===== src/rtl/booth_dot_accumulator.sv =====
// Sums LEN consecutive signed Booth products into a saturating dot product and
// presents it on a valid/ready handshake, with a one-entry skid for late products.
module booth_dot_accumulator #(
    parameter int N     = 4,
    parameter int LEN   = 4,
    parameter int ACC_W = 12,
    localparam int CW   = $clog2(LEN + 1)
) (
    input  logic               clk,
    input  logic               rst,
    input  logic               clear,
    input  logic [2*N-1:0]     product_in,
    input  logic               done_in,
    output logic [ACC_W-1:0]   acc_out,
    output logic               acc_valid,
    input  logic               acc_ready,
    output logic               sat_out,
    output logic               in_full,
    output logic               drop_err,
    output logic [CW-1:0]      term_cnt
);

    typedef enum logic {ACCUM, HOLD} state_t;

    state_t             r_state;
    logic               r_done_q;
    logic [ACC_W-1:0]   r_acc;
    logic [CW-1:0]      r_cnt;
    logic               r_vsat;
    logic               r_valid;
    logic               r_sat_out;
    logic [2*N-1:0]     r_pend;
    logic               r_full;
    logic               r_drop;

    state_t             w_state_nxt;
    logic [ACC_W-1:0]   w_acc_nxt;
    logic [CW-1:0]      w_cnt_nxt;
    logic               w_vsat_nxt;
    logic               w_valid_nxt;
    logic               w_sat_out_nxt;
    logic [2*N-1:0]     w_pend_nxt;
    logic               w_full_nxt;
    logic               w_drop_nxt;

    logic               w_arrival;
    logic [ACC_W-1:0]   w_term;
    logic [ACC_W-1:0]   w_pend_ext;
    logic [ACC_W:0]     w_add;
    logic [ACC_W:0]     w_pair;

    // Returns {clamped, value}; overflow shows as disagreement of the top two sum bits.
    function automatic logic [ACC_W:0] sat_add(input logic [ACC_W-1:0] a,
                                               input logic [ACC_W-1:0] b);
        logic [ACC_W:0] s;
        s = {a[ACC_W-1], a} + {b[ACC_W-1], b};
        if (s[ACC_W] != s[ACC_W-1])
            return {1'b1, s[ACC_W], {(ACC_W-1){~s[ACC_W]}}};
        return {1'b0, s[ACC_W-1:0]};
    endfunction

    assign w_arrival  = done_in & ~r_done_q;
    assign w_term     = ACC_W'($signed(product_in));
    assign w_pend_ext = ACC_W'($signed(r_pend));
    assign w_add      = sat_add(r_acc, w_term);
    assign w_pair     = sat_add(w_pend_ext, w_term);

    always_comb begin
        w_state_nxt   = r_state;
        w_acc_nxt     = r_acc;
        w_cnt_nxt     = r_cnt;
        w_vsat_nxt    = r_vsat;
        w_valid_nxt   = r_valid;
        w_sat_out_nxt = r_sat_out;
        w_pend_nxt    = r_pend;
        w_full_nxt    = r_full;
        w_drop_nxt    = r_drop;

        if (clear) begin
            w_state_nxt   = ACCUM;
            w_acc_nxt     = '0;
            w_cnt_nxt     = '0;
            w_vsat_nxt    = 1'b0;
            w_valid_nxt   = 1'b0;
            w_sat_out_nxt = 1'b0;
            w_full_nxt    = 1'b0;
            w_drop_nxt    = 1'b0;
        end else begin
            case (r_state)
                ACCUM: begin
                    if (w_arrival) begin
                        w_acc_nxt  = w_add[ACC_W-1:0];
                        w_vsat_nxt = r_vsat | w_add[ACC_W];
                        w_cnt_nxt  = r_cnt + CW'(1);
                        if (r_cnt == CW'(LEN - 1)) begin
                            w_state_nxt   = HOLD;
                            w_valid_nxt   = 1'b1;
                            w_sat_out_nxt = r_vsat | w_add[ACC_W];
                        end
                    end
                end
                HOLD: begin
                    // A new vector seeds from the skid entry first, then any same-cycle arrival.
                    if (r_valid && acc_ready) begin
                        w_state_nxt   = ACCUM;
                        w_valid_nxt   = 1'b0;
                        w_sat_out_nxt = 1'b0;
                        w_vsat_nxt    = 1'b0;
                        w_full_nxt    = 1'b0;
                        case ({r_full, w_arrival})
                            2'b00: begin
                                w_acc_nxt = '0;
                                w_cnt_nxt = '0;
                            end
                            2'b10: begin
                                w_acc_nxt = w_pend_ext;
                                w_cnt_nxt = CW'(1);
                            end
                            2'b01: begin
                                w_acc_nxt = w_term;
                                w_cnt_nxt = CW'(1);
                            end
                            default: begin
                                w_acc_nxt  = w_pair[ACC_W-1:0];
                                w_vsat_nxt = w_pair[ACC_W];
                                w_cnt_nxt  = CW'(2);
                                if (LEN == 2) begin
                                    w_state_nxt   = HOLD;
                                    w_valid_nxt   = 1'b1;
                                    w_sat_out_nxt = w_pair[ACC_W];
                                end
                            end
                        endcase
                    end else if (w_arrival) begin
                        if (!r_full) begin
                            w_pend_nxt = product_in;
                            w_full_nxt = 1'b1;
                        end else begin
                            w_drop_nxt = 1'b1;
                        end
                    end
                end
                default: w_state_nxt = ACCUM;
            endcase
        end
    end

    // done_q tracks done_in even through clear so a held level is never re-counted.
    always_ff @(posedge clk or posedge rst) begin
        if (rst) begin
            r_state   <= ACCUM;
            r_done_q  <= 1'b0;
            r_acc     <= '0;
            r_cnt     <= '0;
            r_vsat    <= 1'b0;
            r_valid   <= 1'b0;
            r_sat_out <= 1'b0;
            r_pend    <= '0;
            r_full    <= 1'b0;
            r_drop    <= 1'b0;
        end else begin
            r_state   <= w_state_nxt;
            r_done_q  <= done_in;
            r_acc     <= w_acc_nxt;
            r_cnt     <= w_cnt_nxt;
            r_vsat    <= w_vsat_nxt;
            r_valid   <= w_valid_nxt;
            r_sat_out <= w_sat_out_nxt;
            r_pend    <= w_pend_nxt;
            r_full    <= w_full_nxt;
            r_drop    <= w_drop_nxt;
        end
    end

    assign acc_out   = r_acc;
    assign acc_valid = r_valid;
    assign sat_out   = r_sat_out;
    assign in_full   = r_full;
    assign drop_err  = r_drop;
    assign term_cnt  = r_cnt;

endmodule


===== config.mk =====
export PLATFORM = sky130hd
export DESIGN_NAME = booth_dot_accumulator
export DESIGN_NICKNAME = d
export VERILOG_FILES = /design/src/rtl/booth_dot_accumulator.sv
export SDC_FILE = /design/constraint.sdc
export NUM_CORES = 1
export LEC_CHECK = 0
export CELL_PAD_IN_SITES_DETAIL_PLACEMENT = 1
export CELL_PAD_IN_SITES_GLOBAL_PLACEMENT = 1
export CORE_MARGIN = 2
export CORE_UTILIZATION = 46
export DETAILED_ROUTE_END_ITERATION = 12
export GPL_TIMING_DRIVEN = 1
export PLACE_DENSITY = 0.95
export SLEW_MARGIN = 20
export SYNTH_ARGS = -nofsm -noshare
export SYNTH_HDL_FRONTEND = slang
export SYNTH_SLANG_ARGS = --single-unit

===== constraint.sdc =====
create_clock -name clk -period 3.5 [get_ports clk]
set_input_delay 0.525 -clock clk [delete_from_list [all_inputs] [get_ports clk]]
set_output_delay 0.525 -clock clk [all_outputs]
set_load 0.005 [all_outputs]

Word level (Yosys, flattened, before mapping)
Cells that the tools add are included.
- flip-flop bits (word level): 30
- bits of input ports: 13
- add/subtract/negate cells: 3
- eq/ne operators: 9
- muxes and demuxes: 44
- bitwise operators: 9
- reductions and logical operators: 13
- operators with widths (kind ; count):
    $mux W13 ; 4
    $mux W12 ; 3
    $pmux W12 S3 ; 1
    $mux W1 ; 26
    $pmux W12 S2 ; 1
    $add A12 B8 Y13 ; 1
    $add A8 B8 Y9 ; 1
    $mux W3 ; 3
    $pmux W1 S2 ; 4
    $not A1 Y1 ; 7
    $ne A3 B3 Y1 const B ; 2
    $pmux W3 S2 ; 1
    $reduce_bool A2 Y1 ; 3
    $reduce_and A5 Y1 ; 1
    $pmux W2 S2 ; 1
    $reduce_and A2 Y1 ; 2
    $reduce_and A4 Y1 ; 1
    $add A3 B1 Y3 const B ; 1
    $eq A3 B2 Y1 const B ; 1
    $ne A3 B2 Y1 const B ; 1
    $reduce_and A3 Y1 ; 1
    $reduce_bool A3 Y1 ; 1
    $reduce_or A3 Y1 ; 1
    $eq A2 B1 Y1 const B ; 1
    8 further kinds ; 9

Logic depth before layout (Yosys ltp)
Gate-level depths: netlist of run 1.
- depth in word-level cells: 9
- mapped depth: 10
- depth with buffers taken out: 9

Least setup slack after synthesis of run 1
No wires, ideal clock.
- kind: input-to-reg
- start: in product_in[0]
- end: reg r_acc[11] (netlist: acc_out[11])
- setup time: 0.142 ns
- arrival time: 2.339 ns
- data required time: 3.358 ns
- setup slack: 1.019 ns
- cell stages on the path: 9
- cell sequence: ha_1 inv_1 fa_1 nor2b_1 o2111ai_1 a31o_2 and3_1 o311ai_1 o21ai_0
- longest elaborated chain between the ends: 8
- ends and longest elaborated chain (item ; RTL line ; source):
    from (decl) ; 12 ; input logic [2*N-1:0] product_in,
    $add A8 B8 Y9 ; 56 ; s = {a[ACC_W-1], a} + {b[ACC_W-1], b};
    $ne A1 B1 Y1 ; 57 ; if (s[ACC_W] != s[ACC_W-1])
    $mux W1 ; 57 ;
    $mux W13 ; 59 ; return {1'b0, s[ACC_W-1:0]};
    $pmux W12 S3 ; 110 ; case ({r_full, w_arrival})
    $mux W12 ; 104 ; if (r_valid && acc_ready) begin
    $pmux W12 S2 (*) ; 89 ; case (r_state)
    $mux W12 (*) ; 79 ; if (clear) begin
    to (signal assigned) ; 164 ; r_acc <= w_acc_nxt;
    to (decl) ; 27 ; logic [ACC_W-1:0] r_acc;
Every way passes the cells marked *; elsewhere a longest branch is shown, timed or not. The select of a mux whose other input is x is not followed.
A chain may end at the register's enable or synchronous reset.

Worst setup path after layout of run 1
- start: in product_in[0]
- end: reg r_acc[6] (netlist: acc_out[6])
- longest elaborated chain between the ends: 8
- ends and longest elaborated chain (item ; RTL line):
    $add A8 B8 Y9 ; 56
    $ne A1 B1 Y1 or $not A1 Y1 (tied branches) ; 57, 58
    $mux W1 or $mux W13 (tied branches) ; 57
    $mux W13 ; 59
    $pmux W12 S3 ; 110
    $mux W12 ; 104
    $pmux W12 S2 (*) ; 89
    $mux W12 (*) ; 79
Marks and branches as above.

==> summary.txt, run 1 <==
Routing
  – WL per Instance: 21.6 µm
  – DRT antenna net count: 0
  – Wl on met1: 3550 µm
  – DR pass1 iterations: 4
  – Vias: 2539
  – DRC: 0
  – Met3 Routed Length: 438 µm
  – DRT iter0 DRCs: 144
  – Max layer used: met4
  – Wire length on met2: 4300 µm
  – Routed via count divided by cell count: 6.48
  – Final wirelength: 8470 µm

Yosys
  – Post-Syn Area: 2530 µm²
  – Post-synth EDFFs: 0
  – Synth area leader: dfrtp_1
  – #FFs+latches synth: 30
  – Fraction of the yosys area taken by sequential cells: 0.297
  – Post-synth cell types: 61
  – Yosys warnings: 0
  – Post-synth ARST share: 1.00
  – Mapped Nets: 326
  – Post-synth top flop: dfrtp_1
  – Synth Area per Inst: 8.85 µm²
  – Synth top area share: 0.297
  – Synth top area cells: dfrtp_1 (30%), ha_1 (12%), nand2_1 (4.0%)
  – Mapped Cells: 286

Worst setup path
  – Slowest stage delay, CP: 0.55 ns
  – CP max-delay cell: clkdlybuf4s50_1
  – Crit start category: primary input
  – Worst setup EP type: flop
  – Critical path required time: 3.68 ns
  – Crit path DAT: 3.25 ns
  – CP cell instances: clkdlybuf4s50_1, ha_1, inv_1, fa_1, nor2b_1, o2111ai_1, a31o_2, a311oi_1, o32ai_1, a22o_1
  – Crit Path Category: primary input to flop
  – CP max FO: 4

Clock tree
  – Htree depth: 2
  – Num CTS Buffers: 5
  – CTS clk-pin slew, worst paths: 0.08 ns
  – Root buf cell: clkbuf_8
  – Post-CTS Setup Bufs: 0
  – Bufs on Longest Clock Path: 2
  – TritonCTS clock tree: yes
  – CTS sink count: 30
  – Cts repair resizes: 0
  – Hold_buf cts: 0
  – Worst-skew pair later-pin latency: 0.30 ns

STA
  – Crit share post-route: 0.877
  – Final setup fails: 0
  – Fin Clk Skew: 0.00816 ns
  – Setup TNS: 0 ns
  – FMAX: 0.326 GHz
  – Fin. Hold Viols: 0
  – Final slew viol count: 0
  – PnR worst setup slack: 0.430 ns
  – Post-layout min period: 3.07 ns
  – Worst-Margin Slew: 0.703 ns
  – Unrepaired setup endpoints after global routing: no
  – Max-slew headroom: 0.532

Final layout
  – Nets: 359
  – Commonest non-fill, non-tap cell in the layout: clkdlybuf4s50_1
  – Largest register FFs: 12
  – Most frequent cells in the layout: clkdlybuf4s50_1 (31), dfrtp_1 (30), nand2_1 (27), ha_1 (25), nor2_1 (23)
  – Number of diodes: 0
  – Layout area overhead: 19.5%
  – Layout cells sized above 1: 0.106
  – Fin util: 0.560

Global routing
  – Total grt overflow: 0
  – Initial antenna violation count: 0
  – Total track usage: 0.296
  – Largest net degree at the start of global routing: 31
  – First-pass GRT wire length: 14000 µm
  – Vias in the first global route: 2699

Placed design
  – GPL Wtd Cong: 0.910
  – Dpl hpwl: 6090 µm
  – Place WS: 0.211 ns
  – PortBufs: 31

Pwr
  – Pleak: 1.30 nW
  – Pwr/cell area: 658 nW/µm²
  – Peak supply drop: 0.382 mV

Die
  – Row cnt: 27
  – Die Width: 78.2 µm
  – I/O pin count: 32
  – DIE HEIGHT: 78.2 µm
  – Die ar.: 6110 µm²
  – Core ar.: 5410 µm²
  – Initial Util: 0.468

Outcome
  – Status: finished, final reports clean

Worst hold path
  – Hold Crit Class: flop to flop

Flow run
  – Max cap viols: 0
## per-layer routing
metal | track usage | vias up
met5 | 0 | -
met4 | 0.119 | 0
met3 | 0.0540 | 14
met2 | 0.503 | 89
met1 | 0.370 | 1286
li1 | - | 1150
## power breakdown
group	internal (mW)	leakage, nW	total, mW	switching [mW]
Clock	0.209	0.0579	0.363	0.153
Sequential	0.425	0.401	0.513	0.0883
Combinational	0.505	0.838	1.11	0.608
Total	1.14	1.30	1.99	0.850
## synthesized netlist by cell type, types with 6 or more instances
cell type	number
dfrtp_1	30
nand2_1	27
ha_1	25
nor2_1	23
a21oi_1	19
o21ai_0	15
inv_1	14
nand3_1	9
a21o_1	8
mux2_2	8
a211oi_1	6
clkbuf_1	6
## final cells by class
cell class	count	area, µm²
multi-input combinational	231	1670
sequential	30	751
tap	72	90.1
clock buffer	5	68.8
fill	642	2380
timing repair buffer	37	355
inverter	14	52.6
clock inverter	3	40.0
## cells by family (layout without fill, tap and decap cells)
logic type,count (synthesis),count (layout),share of synthesized area
compound gates,105,105,0.301
simple gates,82,82,0.152
flops,30,30,0.297
fa+ha+maj,27,27,0.139
buf+inv,25,59,0.0445
xor+xnor,9,9,0.0311
mux,8,8,0.0356
## worst max-delay path, delay by kind of cell
kind,cells,cell delay (ns)
buffers and inverters,2,0.63
AND/OR/NAND/NOR,1,0.18
AO/OA/AOI/OAI,5,1.27
adder cells (fa/ha/maj),2,0.66
## per-stage QoR
stage | power (mW) | cells | area [µm²] | hold slack [ns]
after floorplan | 1.19 | 286 | 2530 | 0.456
after global placement | 1.51 | 384 | 2920 | 0.470
after detailed placement | 1.57 | 384 | 2920 | 0.506
after CTS | 1.97 | 392 | 3030 | 0.527
after global routing | 2.11 | 392 | 3030 | 0.568
final | 1.99 | 392 | 3030 | 0.520
## final timing paths
| path | slack (ns) | start | depth (start not counted) | endpoint |
|---|---|---|---|---|
| max | 0.43 | product_in[0] | 10 | acc_out[6]$_DFFE_PP0P_ |
| min | 0.52 | drop_err$_DFFE_PP0P_ | 2 | drop_err$_DFFE_PP0P_ |
| max reg2reg | 0.81 | acc_out[1]$_DFFE_PP0P_ | 7 | acc_out[3]$_DFFE_PP0P_ |
| min reg2reg | 0.52 | drop_err$_DFFE_PP0P_ | 2 | drop_err$_DFFE_PP0P_ |
| max in group asynchronous | 2.58 | rst | 3 | acc_out[6]$_DFFE_PP0P_ |
| min in group asynchronous | 0.62 | rst | 3 | acc_out[1]$_DFFE_PP0P_ |
No activity file was read; power rests on OpenSTA's default activity.
==> inputs of run 2 (changes only) <==
--- a/config.mk
+++ b/config.mk
@@ -12,5 +12,5 @@
 export DETAILED_ROUTE_END_ITERATION = 12
 export GPL_TIMING_DRIVEN = 1
-export PLACE_DENSITY = 0.95
+export PLACE_DENSITY_LB_ADDON = 0.1
 export SLEW_MARGIN = 20
 export SYNTH_ARGS = -nofsm -noshare
==> constraint.sdc (replaced) <==
create_clock -name clk -period 3.5 [get_ports clk]
set_input_delay 0.875 -clock clk [delete_from_list [all_inputs] [get_ports clk]]
set_output_delay 0.875 -clock clk [all_outputs]
set_load 0.005 [all_outputs]
==> summary.txt, run 2 (same netlist as run 1, synthesis figures left out) <==
STA
  – FMAX: 0.298 GHz
  – Fin. Hold Viols: 0
  – Fin Clk Skew: 0.00917 ns
  – Final slew viol count: 0
  – Max-slew headroom: 0.495
  – Post-layout min period: 3.35 ns
  – Unrepaired setup endpoints after global routing: no
  – PnR worst setup slack: 0.145 ns
  – Final setup fails: 0
  – Worst-Margin Slew: 0.758 ns
  – Crit share post-route: 0.959

Worst setup path
  – Critical path required time: 3.67 ns
  – CP max FO: 4
  – Buf/Inv on CP: 3
  – R2R setup slack: 0.94 ns
  – CP top delay family: compound AO/OA/AOI/OAI gates
  – Critical R2R Launch: r_pend[0]$_DFFE_PP0P_
  – Crit Path Category: primary input to flop
  – CP cell instances: clkdlybuf4s50_1, ha_1, inv_1, fa_1, nor2b_1, o2111ai_1, a31o_2, and3_1, o311ai_1, buf_4, o21ai_0
  – RR Endpoint: acc_out[11]$_DFFE_PP0P_
  – Worst Reg2Reg Path Length in Cells: 10
  – Worst setup EP type: flop
  – Slowest stage delay, CP: 0.55 ns
  – Crit path DAT: 3.52 ns
  – Crit start category: primary input
  – CP max-delay cell: clkdlybuf4s50_1

Routing
  – Routed via count divided by cell count: 5.97
  – Vias: 2375
  – Final wirelength: 7560 µm
  – DRC: 0
  – DR pass1 iterations: 4
  – DRT antenna net count: 0
  – DRT iter0 DRCs: 70
  – WL per Instance: 19.0 µm

Outcome
  – Status: finished, final reports clean

Die
  – Initial Util: 0.468
  – Die Width: 78.2 µm
  – Core ar.: 5410 µm²
  – Row cnt: 27
  – DIE HEIGHT: 78.2 µm
  – Die ar.: 6110 µm²
  – I/O pin count: 32

Placed design
  – GPL Wtd Cong: 0.847
  – Placed Area: 2960 µm²
  – Dpl hpwl: 5610 µm
  – DP Cell Count: 390
  – PortBufs: 31
  – Place WS: -0.111 ns

Final layout
  – Largest register FFs: 12
  – Layout area overhead: 20.8%
  – Nets: 365
  – Finished Layout Cells: 398
  – Commonest non-fill, non-tap cell in the layout: clkdlybuf4s50_1
  – Number of diodes: 0
  – Most frequent cells in the layout: clkdlybuf4s50_1 (31), dfrtp_1 (30), nand2_1 (27), ha_1 (25), nor2_1 (23)
  – Cell area after layout: 3060 µm²
  – Layout cells sized above 1: 0.126

Clock tree
  – TritonCTS clock tree: yes
  – Hold_buf cts: 0
  – CTS sink count: 30
  – Bufs on Longest Clock Path: 2
  – Htree depth: 2
  – Root buf cell: clkbuf_8
  – CTS clk-pin slew, worst paths: 0.07 ns
  – Num CTS Buffers: 5
  – Cts repair resizes: 0
  – Worst-skew pair later-pin latency: 0.29 ns
  – Post-CTS Setup Bufs: 0

Pwr
  – Peak supply drop: 0.403 mV
  – Clock share of power: 0.162
  – Pwr/cell area: 616 nW/µm²
  – Pleak: 1.32 nW
  – Psw: 0.783 mW
  – Switch share: 0.416
  – Gate power share: 0.569
  – Internal: 1.10 mW
  – Sequential share of power: 0.269
  – Final Total Pwr: 1.88 mW

Global routing
  – Vias in the first global route: 2516
  – First-pass GRT wire length: 12800 µm
  – Largest net degree at the start of global routing: 31
  – Total track usage: 0.263
  – Total grt overflow: 0
  – Initial antenna violation count: 0

Worst hold path
  – HP Start: drop_err$_DFFE_PP0P_
  – Hold path depth: 2
  – Hold Crit Class: flop to flop
  – Endpoint, Worst Hold: drop_err$_DFFE_PP0P_

Flow run
  – Max cap viols: 0
run 2: layer usage:
| layer | track usage | part of all wire |
|---|---|---|
| met4 | 0.0579 | 0.0081 |
| met5 | 0 | 0 |
| met2 | 0.447 | 0.48 |
| met3 | 0.0448 | 0.027 |
| met1 | 0.351 | 0.48 |
run 2: layout make-up:
type,count,area [µm²]
clock buffer,6,82.6
clock inverter,2,12.5
fill,658,2350
inverter,14,52.6
multi-input combinational,231,1670
sequential,30,751
tap,72,90.1
timing repair buffer,43,400
run 2: power groups by stage:
stage               Sequential [mW]  Clock (mW)  Combinational (mW)
finish                        0.506       0.305                1.07
CTS                           0.502       0.313                1.07
global placement              0.506           0                1.03
global route                  0.512       0.332                1.19
detailed placement            0.507           0                1.05
floorplan                     0.490           0               0.704
run 2: worst max path at each step:
stage / start / end / slack (ns) / cells past startpoint
finish: product_in[0] / acc_out[11]$_DFFE_PP0P_ / 0.15 / 11
global route: product_in[0] / acc_out[9]$_DFFE_PP0P_ / 0.08 / 11
CTS: product_in[0] / acc_out[1]$_DFFE_PP0P_ / 0.16 / 10
detailed placement: product_in[0] / acc_out[1]$_DFFE_PP0P_ / -0.11 / 10
global placement: product_in[0] / acc_out[8]$_DFFE_PP0P_ / -0.01 / 11
floorplan: product_in[0] / acc_out[11]$_DFFE_PP0P_ / 0.67 / 9
run 2: worst min-delay path, cell delays in order (launching register included):
cell	delay [ns]
dfrtp_1	0.35
a41oi_1	0.05
nor2_1	0.07
run 2: metrics by stage:
stage / hold slack, ns / util / setup TNS [ns]
final: 0.502 / 0.566 / 0
after CTS: 0.513 / 0.566 / 0
after floorplan: 0.456 / - / 0
after global placement: 0.477 / 0.548 / -0.0315
after detailed placement: 0.493 / 0.548 / -0.421
after global routing: 0.553 / 0.566 / 0
==> inputs of run 3 (changes only) <==
- CAP_MARGIN: not set -> 20
==> results of run 3 <==
Final layout, timing and power as in run 2 (identical DEF).
